$ cat src/rtl/sc_n_adder_tree_if.sv
`default_nettype none
// ============================================================================
// sc_n_adder_tree_if : run control and stream bus of the stochastic adder tree.
// Revision 1.0
// ============================================================================
interface sc_n_adder_tree_if #(
   parameter int N     = 8,
   parameter int LEN_W = 8
);
   logic           start;
   logic           in_valid;
   logic [N-1:0]   inputs;
   logic           sum;
   logic           sum_valid;
   logic [LEN_W:0] count;
   logic           busy;
   logic           done;

   modport master (
      output start, in_valid, inputs,
      input  sum, sum_valid, count, busy, done
   );

   modport slave (
      input  start, in_valid, inputs,
      output sum, sum_valid, count, busy, done
   );
endinterface
`default_nettype wire

$ cat src/rtl/sc_n_adder_tree.sv
`default_nettype none
// ============================================================================
// sc_n_adder_tree : pipelined stochastic scaled-adder tree, N streams -> mean.
// Revision 1.0
// ============================================================================
module sc_n_adder_tree #(
   parameter int          N     = 8,
   parameter int          LEN_W = 8,
   parameter logic [15:0] SEED  = 16'hACE1
) (
   input  wire logic        clk,
   input  wire logic        rst,
   sc_n_adder_tree_if.slave bus
);
   localparam int D = $clog2(N);
   localparam logic [LEN_W:0] c_STREAM_LEN = {1'b1, {LEN_W{1'b0}}};

   if (N < 2 || N > 65536 || (N & (N - 1)) != 0) begin : g_bad_n
      $error("sc_n_adder_tree: N must be a power of two in 2..65536");
   end
   if (LEN_W < 1 || LEN_W > 24) begin : g_bad_len
      $error("sc_n_adder_tree: LEN_W must be in 1..24");
   end
   if (SEED == 16'h0000) begin : g_bad_seed
      $error("sc_n_adder_tree: SEED must be nonzero");
   end

   typedef enum logic [1:0] {
      S_IDLE  = 2'd0,
      S_RUN   = 2'd1,
      S_DRAIN = 2'd2,
      S_DONE  = 2'd3
   } state_t;

   state_t           r_state;
   logic [15:0]      r_lfsr;
   logic [LEN_W-1:0] r_scnt;
   logic [LEN_W:0]   r_count;
   logic [D-1:0]     r_v;
   logic             r_sum_valid;
   logic             r_busy;
   logic             r_done;

   // Level k occupies bits [2N-2*(N>>k) +: N>>k]; inputs sit in [N-1:0].
   logic [2*N-2:N]   r_tree;
   logic [2*N-2:N]   w_tree_nxt;
   logic [2*N-2:0]   w_all;

   logic             w_accept;
   logic             w_adv;
   logic             w_lfsr_fb;
   logic [D-1:0]     w_v_nxt;
   logic [D-1:0]     w_v_up;

   assign w_accept  = (r_state == S_RUN) && bus.in_valid;
   assign w_adv     = w_accept || (r_state == S_DRAIN);
   assign w_lfsr_fb = r_lfsr[0] ^ r_lfsr[2] ^ r_lfsr[3] ^ r_lfsr[5];
   assign w_all     = {r_tree, bus.inputs};

   always_comb begin
      w_v_nxt     = r_v << 1;
      w_v_nxt[0]  = w_accept;
      w_v_up      = r_v;
      w_v_up[D-1] = 1'b0;
   end

   for (genvar k = 1; k <= D; k++) begin : g_level
      localparam int W       = N >> k;
      localparam int OFF_IN  = 2 * N - 4 * W;
      localparam int OFF_OUT = 2 * N - 2 * W;
      for (genvar i = 0; i < W; i++) begin : g_node
         assign w_tree_nxt[OFF_OUT + i] = r_lfsr[k-1] ? w_all[OFF_IN + 2*i + 1]
                                                      : w_all[OFF_IN + 2*i];
      end
   end

   always_ff @(posedge clk) begin
      if (!rst) begin
         r_state     <= S_IDLE;
         r_tree      <= '0;
         r_v         <= '0;
         r_lfsr      <= SEED;
         r_scnt      <= '0;
         r_count     <= '0;
         r_sum_valid <= 1'b0;
         r_busy      <= 1'b0;
         r_done      <= 1'b0;
      end else begin
         r_sum_valid <= 1'b0;
         r_done      <= 1'b0;
         if (w_adv) begin
            r_tree      <= w_tree_nxt;
            r_v         <= w_v_nxt;
            r_lfsr      <= {w_lfsr_fb, r_lfsr[15:1]};
            r_sum_valid <= w_v_nxt[D-1];
         end
         if (r_sum_valid && r_tree[2*N-2] && (r_count != c_STREAM_LEN))
            r_count <= r_count + 1'b1;
         case (r_state)
            S_IDLE: begin
               if (bus.start) begin
                  r_state <= S_RUN;
                  r_busy  <= 1'b1;
                  r_count <= '0;
                  r_scnt  <= '0;
                  r_lfsr  <= SEED;
               end
            end
            S_RUN: begin
               if (w_accept) begin
                  r_scnt <= r_scnt + 1'b1;
                  if (&r_scnt)
                     r_state <= S_DRAIN;
               end
            end
            S_DRAIN: begin
               // Last strobe is the one with nothing valid left upstream of it.
               if (r_sum_valid && (w_v_up == '0)) begin
                  r_state <= S_DONE;
                  r_busy  <= 1'b0;
                  r_done  <= 1'b1;
               end
            end
            S_DONE: begin
               r_state <= S_IDLE;
            end
         endcase
      end
   end

   assign bus.sum       = r_tree[2*N-2];
   assign bus.sum_valid = r_sum_valid;
   assign bus.count     = r_count;
   assign bus.busy      = r_busy;
   assign bus.done      = r_done;

endmodule
`default_nettype wire

$ cat src/flat_wrapper.sv
// flat-port wrapper written by rule: the top's interface ports become plain ports
module sc_n_adder_tree_flat 
#(
   parameter int          N     = 8,
   parameter int          LEN_W = 8,
   parameter logic [15:0] SEED  = 16'hACE1
)
  (clk, rst, bus_start, bus_in_valid, bus_inputs, bus_sum, bus_sum_valid, bus_count, bus_busy, bus_done);
  sc_n_adder_tree_if #(.N(N), .LEN_W(LEN_W)) bus_i ();
  input  wire logic clk;
  input  wire logic rst;
  input wire logic [$bits(bus_i.start)-1:0] bus_start;
  input wire logic [$bits(bus_i.in_valid)-1:0] bus_in_valid;
  input wire logic [$bits(bus_i.inputs)-1:0] bus_inputs;
  output wire logic [$bits(bus_i.sum)-1:0] bus_sum;
  output wire logic [$bits(bus_i.sum_valid)-1:0] bus_sum_valid;
  output wire logic [$bits(bus_i.count)-1:0] bus_count;
  output wire logic [$bits(bus_i.busy)-1:0] bus_busy;
  output wire logic [$bits(bus_i.done)-1:0] bus_done;
  assign bus_i.start = bus_start;
  assign bus_i.in_valid = bus_in_valid;
  assign bus_i.inputs = bus_inputs;
  assign bus_sum = bus_i.sum;
  assign bus_sum_valid = bus_i.sum_valid;
  assign bus_count = bus_i.count;
  assign bus_busy = bus_i.busy;
  assign bus_done = bus_i.done;
  sc_n_adder_tree #(.N(N), .LEN_W(LEN_W), .SEED(SEED)) u_core (.clk(clk), .rst(rst), .bus(bus_i));
endmodule
$ cat config.mk
export PLATFORM = sky130hd
export DESIGN_NAME = sc_n_adder_tree_flat
export DESIGN_NICKNAME = d
export VERILOG_FILES = /design/src/rtl/sc_n_adder_tree_if.sv /design/src/rtl/sc_n_adder_tree.sv /design/src/flat_wrapper.sv
export SDC_FILE = /design/constraint.sdc
export NUM_CORES = 1
export LEC_CHECK = 0
export CAP_MARGIN = 10
export CORE_AREA = 2 2 64 82
export DETAILED_ROUTE_END_ITERATION = 8
export DIE_AREA = 0 0 66 84
export GPL_TIMING_DRIVEN = 0
export HOLD_SLACK_MARGIN = 0.08
export PLACE_DENSITY_LB_ADDON = 0.05
export RECOVER_POWER = 100
export SKIP_CTS_REPAIR_TIMING = 1
export SLEW_MARGIN = 15
export SYNTH_ARGS = -nofsm -noshare
export SYNTH_HDL_FRONTEND = slang
export SYNTH_SLANG_ARGS = --single-unit
$ cat constraint.sdc
create_clock -name clk -period 1.7 [get_ports clk]
set_input_delay 0.34 -clock clk [delete_from_list [all_inputs] [get_ports clk]]
set_output_delay 0.34 -clock clk [all_outputs]
set_load 0.01 [all_outputs]
==> metrics.yaml, run 1 <==
status:
  run_status: "completed"
die:
  floorplan.initialDensity_pct: 44.0
  core_area_sq_um: 4860
  floorplan.rows: 29
  die_area_sq_um: 5540
  die_h_um: 84
  ioPinCount: 25
  dieWidth_um: 66
drt:
  iter_0_drt_violations: 49
  drt_pre_antenna_iters: 4
  route.detailed.vias_per_inst: 5.09
  post-route-drc-count: 0
  wl_per_cell_um: 12.5
  via_count: 1711
  antenna_left: 0
  route.final.wire_length_um: 4200
worst_setup_path:
  worst_r2r_endpoint: "u_core.r_scnt[5]$_SDFFE_PN0P_"
  cp_top_family: "buffers and inverters"
  critical_path.max_stage_delay_ns: 0.58
  critical_path_required_ns: 1.36
  critPathBufInv: 1
  crit_slowest_cell: "sky130_fd_sc_hd__clkdlybuf4s50_1"
  critical_path.cell_chain: "clkdlybuf4s50_1"
  reg2reg_from: "u_core.r_state[1]$_SDFFE_PN0P_"
  critical_path.startpoint: "u_core.bus.count[3]$_SDFF_PN0_"
  cell_count_of_the_worst_reg_to_reg_path: 7
  crit_arrival_ns: 1.29
  critical_path.endpoint_type: "output pin"
  crit_type: "reg2out"
  setup.worst_path.start_class: "flop"
  path_max_fanout: 6
  worst-r2r-setup-slack_ns: 0.13
synthesis:
  syn_area_per_cell_sq_um: 8.83
  post_synth_num_cell_types: 36
  synth_top_cells_by_count: "sky130_fd_sc_hd__nand2_1, sky130_fd_sc_hd__dfxtp_1, sky130_fd_sc_hd__nor2_1"
  synthTopCellsByArea: "sky130_fd_sc_hd__dfxtp_1, sky130_fd_sc_hd__nand2_1, sky130_fd_sc_hd__mux2i_1"
  synth_area_leader: "sky130_fd_sc_hd__dfxtp_1"
  synth_xor_area_share_pct: 5.74
  compound_gate_portion_of_the_synthesized_area_pct: 11.5
  synth_area_in_simple_gates_pct: 25.5
  synth-adder-area-share_pct: 3.51
  seq_area_frac_synth_pct: 44.0
  yosysTopAreaCellShare_pct: 44.0
  post_syn_instances: 242
  synth.net_count: 260
  synth-main-ff-cell: "sky130_fd_sc_hd__dfxtp_1"
  flip_flop_and_latch_count_after_synthesis: 47
  syn-cell-area_sq_um: 2140
  proportion_of_synthesized_area_in_mux_cells_pct: 5.74
  yosysWarnings: 0
  post-synth-top-count-cell: "sky130_fd_sc_hd__nand2_1"
  post_synth_edffs: 0
  ys_async_sr_fraction_pct: 0
  synth_top_family_by_area: "simple AND/OR/NAND/NOR gates"
clock_tree:
  cts.htree.levels: 2
  cts_tree: "yes"
  clock_latency_ns: 0.30
  library_cell_used_as_clock_root_buffer: "sky130_fd_sc_hd__clkbuf_8"
  clkTransAtPathRegs_ns: 0.08
  clock-sinks: 47
  cts-buffers-inserted: 5
  clk_path_buf_depth: 2
global_route:
  vias_in_the_first_global_route: 1579
  grt_first_pass_wirelength_um: 7070
  track_usage_pct: 16.2
  grt_start_max_net_pins: 15
  antenna_found_initial: 0
  grt_remaining_overflow: 0
layout:
  stdcell_area_sq_um: 2570
  final_nets: 291
  area_growth_pct: 20.1
  final_layout_size_suffix_gt1_share_pct: 11.7
  num_antenna_cells: 0
sta:
  final_hold_viol_count: 0
  slew-limit-headroom_pct: 69.8
  finClkSkew_ns: 0.00936
  post-route-worst-setup-slack_ns: 0.0661
  finalSetupViolCount: 0
  layout_worst_path_cycle_share_pct: 96.1
  max_slew.worst_pin.slew_ns: 0.443
  rsz0062_at_grt: "true"
  slew_limit_fails: 0
  final.min_clock_period_ns: 1.63
  max_freq_mhz: 612
placement:
  port_buffers: 24
  dp.final_hpwl_um: 3010
  dp_worst_setup_slack_ns: -0.200
  gp_routability_congestion: 0.730
  placement.cell_area_sq_um: 2450
worst_hold_path:
  hold_class: "reg2reg"
  hold_path_end: "u_core.r_lfsr[12]$_SDFF_PN0_"
  timing.hold.worst.start: "u_core.r_lfsr[12]$_SDFF_PN0_"
  min_path_cells: 2
run:
  max-cap-violations: 0
pwr:
  worst_ir_drop_vdd_mv: 0.650
  total_leakage_power_nw: 1.00
  pwr_density_cell_nw_per_um2: 1300
==> registers in the layout, indices dropped and copies added, names as in the netlist <==
signal / count
u_core.bus.sum_valid: 1
u_core.r_tree: 7
u_core.r_scnt: 8
u_core.bus.count: 9
u_core.r_lfsr: 16
u_core.bus.busy: 1
u_core.r_state: 2
u_core.bus.done: 1
u_core.r_v: 2
==> stage by stage <==
| step | hold slack [ns] | util [%] | instances | power (mW) | setup TNS (ns) |
|---|---|---|---|---|---|
| CTS | 0.458 | 52.2 | 336 | 3.34 | -0.0269 |
| finish | 0.456 | 52.8 | 336 | 3.32 | 0 |
| global placement | 0.438 | 50.5 | 328 | 2.65 | -4.57 |
| floorplan | 0.432 | - | 242 | 2.35 | 0 |
| global route | 0.476 | 52.8 | 336 | 3.57 | 0 |
| detailed placement | 0.447 | 50.5 | 328 | 2.66 | -4.80 |
==> cell type report <==
type	instances	area, sq um
Timing Repair Buffer	24	240
Sequential cell	47	951
Tap cell	62	77.6
Multi-Input combinational cell	178	1130
Fill cell	486	2300
Inverter	6	22.5
Clock buffer	6	72.6
Clock inverter	2	12.5
Buffer	11	63.8
==> logic make-up after synthesis <==
family | Yosys count
muxes | 11
DFF | 47
AOI/OAI and AO/OA | 37
and+or+nand+nor | 110
xor gates and xnor gates | 14
buffers and inverters | 17
adders and majority gates | 6
==> worst min-delay path, stage by stage (launching register included) <==
cell and delay (ns):
sky130_fd_sc_hd__dfxtp_1 0.32, sky130_fd_sc_hd__nand2_1 0.05, sky130_fd_sc_hd__a21oi_1 0.05
==> worst max path at each step <==
stage / endpoint / slack (ns) / depth (start not counted)
6_report: bus_count[3] / 0.07 / 1
5_1_grt: u_core.r_scnt[2]$_SDFFE_PN0P_ / 0.004 / 7
4_1_cts: bus_sum / -0.03 / 1
3_5_place_dp: u_core.r_lfsr[8]$_SDFF_PN0_ / -0.20 / 5
3_3_place_gp: u_core.r_lfsr[4]$_SDFF_PN0_ / -0.19 / 5
2_1_floorplan: u_core.r_scnt[7]$_SDFFE_PN0P_ / 0.21 / 7
==> cell usage in the layout (no fill, tap or decap), drive strengths merged, types with 2 or more instances in the layout <==
master,instances
ha,6
buf,8
nor4,3
and2,2
mux2i,11
and3,2
nor2b,2
nand4,5
nor3,4
a21boi,4
nor4b,2
xnor2,10
a21oi,13
clkbuf,9
clkdlybuf4s50,23
inv,6
dfxtp,47
nor3b,2
nand3,14
nand2,54
nor2,17
o21ai,9
o211a,7
xor2,4
==> per-layer routing <==
metal	vias to the layer above	routed length (um)	GRT usage (%)
met5	-	0	0
met4	0	66	6.12
met3	6	105	3.64
met2	18	2030	27.6
met1	792	1990	19.6
li1	895	-	-
==> where the power goes <==
| part | switching, mW | total [mW] | internal, mW |
|---|---|---|---|
| clock network | 0.378 | 0.666 | 0.288 |
| registers | 0.126 | 1.44 | 1.31 |
| logic | 0.725 | 1.22 | 0.497 |
| total | 1.23 | 3.32 | 2.09 |
Note: power is estimated with default switching activity, not from simulation.
==> run 2, diff against run 1 <==
--- a/config.mk
+++ b/config.mk
@@ -14,7 +14,6 @@
 export PLACE_DENSITY_LB_ADDON = 0.05
 export RECOVER_POWER = 100
 export SKIP_CTS_REPAIR_TIMING = 1
-export SLEW_MARGIN = 15
 export SYNTH_ARGS = -nofsm -noshare
 export SYNTH_HDL_FRONTEND = slang
 export SYNTH_SLANG_ARGS = --single-unit
==> results of run 2 <==
No change in the layout: final DEF, timing and power equal those of run 1.
==> run 3, diff against run 2 <==
--- a/config.mk
+++ b/config.mk
@@ -5,6 +5,7 @@
 export SDC_FILE = /design/constraint.sdc
 export NUM_CORES = 1
 export LEC_CHECK = 0
+export ABC_CLOCK_PERIOD_IN_PS = 1700
 export CAP_MARGIN = 10
 export CORE_AREA = 2 2 64 82
 export DETAILED_ROUTE_END_ITERATION = 8
==> results of run 3 <==
No change in the layout: final DEF, timing and power equal those of run 1.
